### config.mk
export PLATFORM = sky130hd
export DESIGN_NAME = ibus_dbus_arbiter
export DESIGN_NICKNAME = d
export VERILOG_FILES = /design/src/rtl/ibus_dbus_arbiter.sv
export SDC_FILE = /design/constraint.sdc
export NUM_CORES = 1
export LEC_CHECK = 0
export CAP_MARGIN = 40
export CORE_AREA = 2 2 124 126
export CTS_CLUSTER_DIAMETER = 200
export CTS_CLUSTER_SIZE = 20
export DETAILED_ROUTE_END_ITERATION = 8
export DIE_AREA = 0 0 126 128
export PLACE_DENSITY = 0.57
export SLEW_MARGIN = 10
export SYNTH_ARGS = -nofsm -noshare
export SYNTH_HDL_FRONTEND = slang
export SYNTH_SLANG_ARGS = --single-unit
### constraint.sdc
create_clock -name clk -period 2.8 [get_ports clk]
set_clock_uncertainty 0.15 [all_clocks]
set_input_delay 0.42 -clock clk [delete_from_list [all_inputs] [get_ports clk]]
set_output_delay 0.42 -clock clk [all_outputs]
set_load 0.005 [all_outputs]
### src/rtl/ibus_dbus_arbiter.sv
// Shares one downstream bus between a fetch (ibus) and a load/store (dbus) requester, one transaction at a time.
// Optional macro ARB_ROUND_ROBIN_EN: round-robin tie-break; otherwise dbus wins ties.
module ibus_dbus_arbiter (
  input  logic        clk,
  input  logic        resetn,

  input  logic        ireq_valid_i,
  input  logic [31:0] ireq_addr_i,
  input  logic [2:0]  ireq_size_i,
  input  logic [3:0]  ireq_strobe_i,
  input  logic [31:0] ireq_data_i,
  output logic        iresp_addr_ok_o,
  output logic        iresp_data_ok_o,
  output logic [31:0] iresp_data_o,

  input  logic        dreq_valid_i,
  input  logic [31:0] dreq_addr_i,
  input  logic [2:0]  dreq_size_i,
  input  logic [3:0]  dreq_strobe_i,
  input  logic [31:0] dreq_data_i,
  output logic        dresp_addr_ok_o,
  output logic        dresp_data_ok_o,
  output logic [31:0] dresp_data_o,

  output logic        oreq_valid_o,
  output logic [31:0] oreq_addr_o,
  output logic [2:0]  oreq_size_o,
  output logic [3:0]  oreq_strobe_o,
  output logic [31:0] oreq_data_o,
  input  logic        oresp_addr_ok_i,
  input  logic        oresp_data_ok_i,
  input  logic [31:0] oresp_data_i
);

  typedef enum logic [1:0] {
    S_IDLE = 2'd0,
    S_ADDR = 2'd1,
    S_DATA = 2'd2
  } state_t;

  typedef enum logic [1:0] {
    OWN_NONE = 2'd0,
    OWN_I    = 2'd1,
    OWN_D    = 2'd2
  } owner_t;

  state_t state_q, state_d;
  owner_t owner_q, owner_d;
  owner_t tie_winner;
  owner_t pick;
  owner_t cur_owner;
  logic   send;
  logic   addr_hs;
  logic   data_hs;

`ifdef ARB_ROUND_ROBIN_EN
  // 1 when the most recent accepted address belonged to dbus
  logic last_d_q, last_d_d;
  assign tie_winner = last_d_q ? OWN_I : OWN_D;
`else
  assign tie_winner = OWN_D;
`endif

  always_comb begin
    pick = OWN_NONE;
    if (ireq_valid_i && dreq_valid_i) begin
      pick = tie_winner;
    end else if (dreq_valid_i) begin
      pick = OWN_D;
    end else if (ireq_valid_i) begin
      pick = OWN_I;
    end
  end

  // Owner is chosen live while idle and frozen once granted
  assign cur_owner = (state_q == S_IDLE) ? pick : owner_q;
  assign send      = resetn && (state_q != S_DATA) && (cur_owner != OWN_NONE);
  assign addr_hs   = send && oresp_addr_ok_i;
  assign data_hs   = resetn && oresp_data_ok_i && ((state_q == S_DATA) || addr_hs);

  always_comb begin
    oreq_valid_o  = 1'b0;
    oreq_addr_o   = 32'h0;
    oreq_size_o   = 3'h0;
    oreq_strobe_o = 4'h0;
    oreq_data_o   = 32'h0;
    if (send) begin
      if (cur_owner == OWN_I) begin
        oreq_valid_o  = ireq_valid_i;
        oreq_addr_o   = ireq_addr_i;
        oreq_size_o   = ireq_size_i;
        oreq_strobe_o = ireq_strobe_i;
        oreq_data_o   = ireq_data_i;
      end else begin
        oreq_valid_o  = dreq_valid_i;
        oreq_addr_o   = dreq_addr_i;
        oreq_size_o   = dreq_size_i;
        oreq_strobe_o = dreq_strobe_i;
        oreq_data_o   = dreq_data_i;
      end
    end
  end

  always_comb begin
    iresp_addr_ok_o = addr_hs && (cur_owner == OWN_I);
    iresp_data_ok_o = data_hs && (cur_owner == OWN_I);
    iresp_data_o    = iresp_data_ok_o ? oresp_data_i : 32'h0;
    dresp_addr_ok_o = addr_hs && (cur_owner == OWN_D);
    dresp_data_ok_o = data_hs && (cur_owner == OWN_D);
    dresp_data_o    = dresp_data_ok_o ? oresp_data_i : 32'h0;
  end

  always_comb begin
    state_d = state_q;
    owner_d = owner_q;
`ifdef ARB_ROUND_ROBIN_EN
    last_d_d = last_d_q;
    if (addr_hs) begin
      last_d_d = (cur_owner == OWN_D);
    end
`endif
    case (state_q)
      S_IDLE: begin
        if (cur_owner != OWN_NONE) begin
          owner_d = cur_owner;
          if (addr_hs) begin
            state_d = data_hs ? S_IDLE : S_DATA;
          end else begin
            state_d = S_ADDR;
          end
        end
      end
      S_ADDR: begin
        if (addr_hs) begin
          state_d = data_hs ? S_IDLE : S_DATA;
        end
      end
      S_DATA: begin
        if (data_hs) begin
          state_d = S_IDLE;
        end
      end
      default: begin
        state_d = S_IDLE;
        owner_d = OWN_NONE;
      end
    endcase
    // A completed transaction releases ownership so the next IDLE cycle can re-arbitrate
    if (data_hs) begin
      owner_d = OWN_NONE;
    end
  end

  always_ff @(posedge clk) begin
    if (!resetn) begin
      state_q  <= S_IDLE;
      owner_q  <= OWN_NONE;
`ifdef ARB_ROUND_ROBIN_EN
      last_d_q <= 1'b0;
`endif
    end else begin
      state_q  <= state_d;
      owner_q  <= owner_d;
`ifdef ARB_ROUND_ROBIN_EN
      last_d_q <= last_d_d;
`endif
    end
  end

endmodule

==> impl_metrics.json, run 1 <==
{
  "outcome": "complete, but fails checks",
  "failed_checks": "setup timing",
  "layout-drive-gt1-share": 0.179,
  "grt.met3_usage": 0.0200,
  "dieArea_sq_um": 16100,
  "drv_cap": 0,
  "synth_cell_types": 28,
  "detail_route.iter0.violations": 113,
  "io_pins": 320,
  "syn_area_sq_um": 1880,
  "netSwitchingFraction": 0.399,
  "endpoint_kind": "output port",
  "grt_pass1_vias": 3779,
  "avgViaCountPerCell": 4.16,
  "via_count": 3805,
  "final_area_sq_um": 6160,
  "internal_power_mw": 1.89,
  "grtUsageMet1": 0.160,
  "clock_latency_ns": 0.22,
  "busiest_layer": "met2",
  "finalSetupViolations": 7,
  "async_reset_ff_frac": 0,
  "ys_seq_elements": 4,
  "hpwl_um": 9820,
  "yosysTopAreaCellShare": 0.289,
  "reg2reg_depth": 8,
  "holdWs_ns": 0.367,
  "portBuffers": 319,
  "grt_max_degree": 26,
  "synth-edff-count": 0,
  "synth_top_area_cell": "nand2_1",
  "cts_tree": "done",
  "ys_top_cells_by_area": "nand2_1 29%, and2_1 21%, a21oi_1 20%",
  "htree_levels": 1,
  "antennaDiodeCount": 0,
  "syn_nets": 537,
  "cts_made_buffers": 3,
  "r2r_start": "state_q[0]$_SDFFE_PN0P_",
  "finalCritPeriodShare": 1.01,
  "syn_to_final_growth_pct": 227,
  "p_leak_nw": 3.04,
  "path_max_fanout": 9,
  "nNetsFinal": 911,
  "drc_errors": 0,
  "dieHeight_um": 128,
  "pwr-share-seq": 0.030,
  "ys.flop_type": "dfxtp_1",
  "cts-root-buf": "clkbuf_16",
  "grt_pass1_wl_um": 19700,
  "holdPathStages": 2,
  "power.switching_mw": 1.26,
  "cp.required_ns": 2.23,
  "synth-warning-count": 0,
  "period_needed_ns": 2.82,
  "worstPathArrival_ns": 2.25,
  "grt_usage": 0.153,
  "dp_slack_ns": -0.583,
  "drt-wirelength-per-cell_um": 15.5,
  "gp_congestion": 0.859,
  "drtPass1Iterations": 4,
  "crit_type": "register to output port",
  "reg2reg_to": "state_q[0]$_SDFFE_PN0P_",
  "combPwrFrac": 0.900,
  "rsz0062_at_grt": "yes",
  "finalMaxSlewViolations": 0,
  "ys_seq_area_frac": 0.0425,
  "fp-row-count": 45,
  "cts.sinks": 4,
  "initial_utilization": 0.127,
  "fp.dieW_um": 126,
  "dp.cells": 863,
  "syn_area_per_cell_sq_um": 5.32,
  "place_area_sq_um": 5440,
  "power_density_nw_per_um2": 512,
  "ir_drop_mv": 0.243,
  "ant_nets": 0,
  "slew_headroom": 0.681,
  "coreArea_sq_um": 14900,
  "grt_util_met2": 0.312,
  "hp-start": "owner_q[1]$_SDFFE_PP0P_",
  "clockPowerShare": 0.070,
  "fin_cells": 914,
  "clockBufferDepth": 2,
  "worst_pin_slew_ns": 0.474,
  "hold_end": "owner_q[1]$_SDFFE_PP0P_",
  "netlist_instances": 354,
  "fmax_ghz": 0.355,
  "worst_setup_path_start_kind": "register",
  "layout_setup_ws_ns": -0.0153,
  "hold_viol_final": 0,
  "fillerInstances": 1536,
  "r2r_slack_ns": 0.84,
  "min_path_type": "register to register",
  "wl_um": 14200,
  "clkTransAtPathRegs_ns": 0.03,
  "seq_area_sq_um": 82.6,
  "overflow": 0,
  "multi_input_area_sq_um": 1700,
  "antenna_found_initial": 0
}
layout make-up:
type,count,area share
timing repair buffer,398,0.659
multi-input combinational,318,0.276
tap,188,0.0382
sequential,4,0.0134
clock buffer,3,0.0122
inverter,3,0.00183
power groups by stage:
stage | clock (mW) | combinational [mW] | sequential (mW)
final | 0.221 | 2.84 | 0.0955
after detailed placement | 0 | 2.20 | 0.0915
after CTS | 0.225 | 2.65 | 0.0949
after global placement | 0 | 2.18 | 0.0903
after floorplan | 0 | 0.903 | 0.0910
after global routing | 0.232 | 3.05 | 0.0982
synth_stat cells, types with 2 or more instances:
| cell | number |
|---|---|
| inv_1 | 3 |
| nor3b_1 | 2 |
| nand3_1 | 2 |
| nand4_1 | 2 |
| nand2_1 | 145 |
| nor3_4 | 2 |
| nor2_1 | 4 |
| a21oi_1 | 74 |
| dfxtp_1 | 4 |
| and2_1 | 64 |
| buf_2 | 22 |
| nor2b_1 | 4 |
| buf_6 | 7 |
| ha_1 | 3 |
| nand3b_1 | 2 |
| o21ai_0 | 2 |
how the worst max path moves through the flow:
stage | from | endpoint | slack, ns | cells after the start
finish | state_q[0]$_SDFFE_PN0P_ | iresp_data_o[19] | -0.02 | 10
global placement | dreq_valid_i | oreq_size_o[1] | -0.44 | 8
detailed placement | dreq_valid_i | dresp_data_o[21] | -0.58 | 6
global route | state_q[1]$_SDFFE_PN0P_ | iresp_data_o[19] | -0.1 | 12
CTS | state_q[0]$_SDFFE_PN0P_ | oreq_data_o[24] | -0.20 | 10
floorplan | state_q[0]$_SDFFE_PN0P_ | dresp_data_o[22] | 0.52 | 8
sequential cells by signal, indices dropped and copies added, names as in the netlist:
| register | flops |
|---|---|
| owner_q | 2 |
| state_q | 2 |
metal layers:
layer / routed length, um / part of all wire / vias up
met5: 0 / 0 / -
met4: 321 / 0.023 / 0
met3: 971 / 0.068 / 17
met2: 7620 / 0.54 / 212
met1: 5300 / 0.37 / 1685
li1: - / - / 1891
worst max-delay path: stages (launching register included):
cell and delay (ns):
dfxtp_2 0.31, inv_2 0.07, ha_4 0.17, or3b_4 0.40, a31oi_4 0.20, buf_6 0.13, nor3_4 0.04, buf_6 0.12
clkbuf_16 0.15, and2_1 0.15, dlygate4sd2_1 0.26
cells in the final DEF, fill, tap and decap left out, types with 3 or more instances in the layout:
cell type,instances
nor2_1,4
buf_6,19
and2_1,57
dlymetal6s2s_1,3
buf_12,12
a21oi_1,71
buf_16,6
buf_4,37
clkbuf_2,18
a21oi_2,3
clkdlybuf4s50_1,178
clkbuf_16,10
and2_4,7
nand2_1,145
dlygate4sd2_1,90
clkdlybuf4s15_1,27
nor3_4,3
repair_timing:
action,4_1_cts,5_1_grt
pin swaps,8,7
gates resized for setup,187,83
hold buffers,0,0
gates cloned,10,6
endpoints found under the setup margin,140,108
buffers inserted,31,18
kinds of logic (layout without fill, tap and decap cells):
kind of cell / Yosys count / after routing / share of synthesized area
DFF: 4 / 4 / 0.0425
AOI/OAI and AO/OA: 84 / 84 / 0.242
buffers and inverters: 33 / 404 / 0.110
and+or+nand+nor: 230 / 231 / 0.585
adders and majority gates: 3 / 3 / 0.0199
metrics by stage:
step / TNS, ns / utilization / total power [mW]
global placement: -44.76 / 0.366 / 2.27
detailed placement: -49.39 / 0.366 / 2.29
CTS: -0.949 / 0.396 / 2.97
finish: -0.0664 / 0.414 / 3.15
global route: -1.45 / 0.414 / 3.38
floorplan: 0 / - / 0.994
(Power assumes the default switching activity.)
==> run 2, diff against run 1 <==
--- a/config.mk
+++ b/config.mk
@@ -12,6 +12,7 @@
 export DETAILED_ROUTE_END_ITERATION = 8
 export DIE_AREA = 0 0 126 128
 export PLACE_DENSITY = 0.57
+export REMOVE_ABC_BUFFERS = 1
 export SLEW_MARGIN = 10
 export SYNTH_ARGS = -nofsm -noshare
 export SYNTH_HDL_FRONTEND = slang
==> run 2 against run 1 <==
  * The run still ends with setup timing left
  * Die area stayed put
  * Via count is 2.4% higher
  * Design area is 2.9% lower
  * Sequential power is 2.9% higher
  * Critical path depth is 3 higher
  * Routed wire length is 6.4% higher
  * Cell count is 0.88% higher
  * Sequential cell count stayed put
  * Worst setup slack worse by 0.099 ns
  * Global-route usage is 1.3 points higher
  * Non-clock buffer count is 8 higher
  * Critical path type unchanged
  * Critical endpoint is now iresp_data_o[13]
  * Largest cell class unchanged
  * Largest power group unchanged
  * Highest routed layer unchanged
==> impl_metrics.json, run 2 (same netlist as run 1, synthesis figures left out) <==
{
  "avgViaCountPerCell": 4.23,
  "grt_pass1_wl_um": 21300,
  "fillerInstances": 1541,
  "multi_input_area_sq_um": 1840,
  "finalMaxSlewViolations": 0,
  "dp.cells": 868,
  "dieHeight_um": 128,
  "critPathTopFamily": "buffers and inverters",
  "dieArea_sq_um": 16100,
  "clockPowerShare": 0.071,
  "nNetsFinal": 919,
  "grt_usage": 0.166,
  "crit_top_cell": "buf_6",
  "top_regs": "owner_q x2, state_q x2",
  "portBuffers": 319,
  "drtPass1Iterations": 5,
  "layout-drive-gt1-share": 0.381,
  "path_max_fanout": 5,
  "combPwrFrac": 0.896,
  "worstPathArrival_ns": 2.34,
  "failed_checks": "setup timing",
  "drc_errors": 0,
  "outcome": "complete, but fails checks",
  "cts_hold_buf": 0,
  "slew_headroom": 0.701,
  "antennaDiodeCount": 0,
  "fp.dieW_um": 126,
  "drv_cap": 0,
  "p_leak_nw": 2.86,
  "min_path_type": "register to register",
  "path_cells": "inv_2, ha_4, buf_12, or3b_4, a31oi_4, buf_6, nor3_4, buf_6, buf_16, buf_8, buf_6, and2_4, buf_6",
  "wl_um": 15100,
  "dp_slack_ns": -0.661,
  "cp.required_ns": 2.23,
  "worst_pin_slew_ns": 0.448,
  "via_count": 3898,
  "power_mw": 3.05,
  "power_density_nw_per_um2": 510,
  "slowest_stage": "or3b_4",
  "cts-root-buf": "clkbuf_16",
  "cts_made_buffers": 3,
  "worst_setup_path_start_kind": "register",
  "period_needed_ns": 2.91,
  "fin_setup_tns_ns": -0.673,
  "power.switching_mw": 1.29,
  "fin_cells": 922,
  "antenna_found_initial": 0,
  "r2r_slack_ns": 0.73,
  "crit_buf_inv": 8,
  "netSwitchingFraction": 0.424,
  "fp-row-count": 45,
  "syn_to_final_growth_pct": 217,
  "finalCritPeriodShare": 1.04,
  "final_common_cell": "clkdlybuf4s50_1",
  "htree_levels": 1,
  "hpwl_um": 10500,
  "layout_setup_ws_ns": -0.114,
  "ir_drop_mv": 0.200,
  "clkTransAtPathRegs_ns": 0.03,
  "drt-wirelength-per-cell_um": 16.4,
  "clockBufferDepth": 2,
  "fmax_ghz": 0.343,
  "hold_viol_final": 0,
  "cts.sinks": 4,
  "finalSetupViolations": 15,
  "grt_max_degree": 24,
  "grt_pass1_vias": 3919,
  "pwr-share-seq": 0.032,
  "rsz0062_at_grt": "yes",
  "initial_utilization": 0.127,
  "seq_area_sq_um": 82.6,
  "cts_tree": "done",
  "ant_nets": 0,
  "endpoint_kind": "output port",
  "detail_route.iter0.violations": 92,
  "final_cell_mix": "179 x clkdlybuf4s50_1, 143 x nand2_1, 62 x buf_2",
  "gp_congestion": 0.856,
  "crit_type": "register to output port",
  "internal_power_mw": 1.75,
  "io_pins": 320,
  "cpPeakStageDelay_ns": 0.39,
  "coreArea_sq_um": 14900,
  "overflow": 0,
  "clock_latency_ns": 0.22
}
run 2: power groups by stage:
stage	Sequential, mW	Combinational, mW	Clock (mW)
CTS	0.0975	2.64	0.219
floorplan	0.0910	0.822	0
finish	0.0983	2.73	0.217
global placement	0.0906	2.24	0
global route	0.101	2.95	0.224
detailed placement	0.0934	2.25	0
run 2: through the flow:
| stage | hold slack (ns) | cell area, sq um | util |
|---|---|---|---|
| 2_1_floorplan | 0.307 | 1690 | - |
| 3_3_place_gp | 0.346 | 5470 | 0.368 |
| 3_5_place_dp | 0.372 | 5470 | 0.368 |
| 4_1_cts | 0.389 | 5930 | 0.399 |
| 5_1_grt | 0.434 | 5980 | 0.402 |
| 6_report | 0.394 | 5980 | 0.402 |
run 2: what timing repair did:
item,in CTS,in global routing
pin swaps,19,20
setup buffers,33,10
gates resized for setup,396,184
gates cloned,10,1
endpoints found under the setup margin,139,127
run 2: worst min-delay path, stage by stage, from the launching register on:
cell and delay [ns]:
dfxtp_1 0.33, o21ai_0 0.08, a21oi_1 0.07
run 2: final timing paths:
kind | startpoint | endpoint | depth (start not counted)
min reg2reg | owner_q[1]$_SDFFE_PP0P_ | owner_q[1]$_SDFFE_PP0P_ | 2
min | owner_q[1]$_SDFFE_PP0P_ | owner_q[1]$_SDFFE_PP0P_ | 2
max | state_q[0]$_SDFFE_PN0P_ | iresp_data_o[13] | 13
max reg2reg | state_q[0]$_SDFFE_PN0P_ | state_q[0]$_SDFFE_PN0P_ | 9
run 2: layer usage:
metal | track usage | vias to the layer above | share of wire
li1 | - | 1903 | -
met1 | 0.183 | 1763 | 0.38
met2 | 0.339 | 219 | 0.55
met3 | 0.0196 | 13 | 0.063
met4 | 0.0310 | 0 | 0.013
met5 | 0 | - | 0
run 2: final cells by class:
| cell class | count | share of cell area |
|---|---|---|
| tap | 188 | 0.0394 |
| clock buffer | 3 | 0.0126 |
| inverter | 3 | 0.00188 |
| timing repair buffer | 406 | 0.624 |
| multi-input combinational | 318 | 0.308 |
| sequential | 4 | 0.0138 |
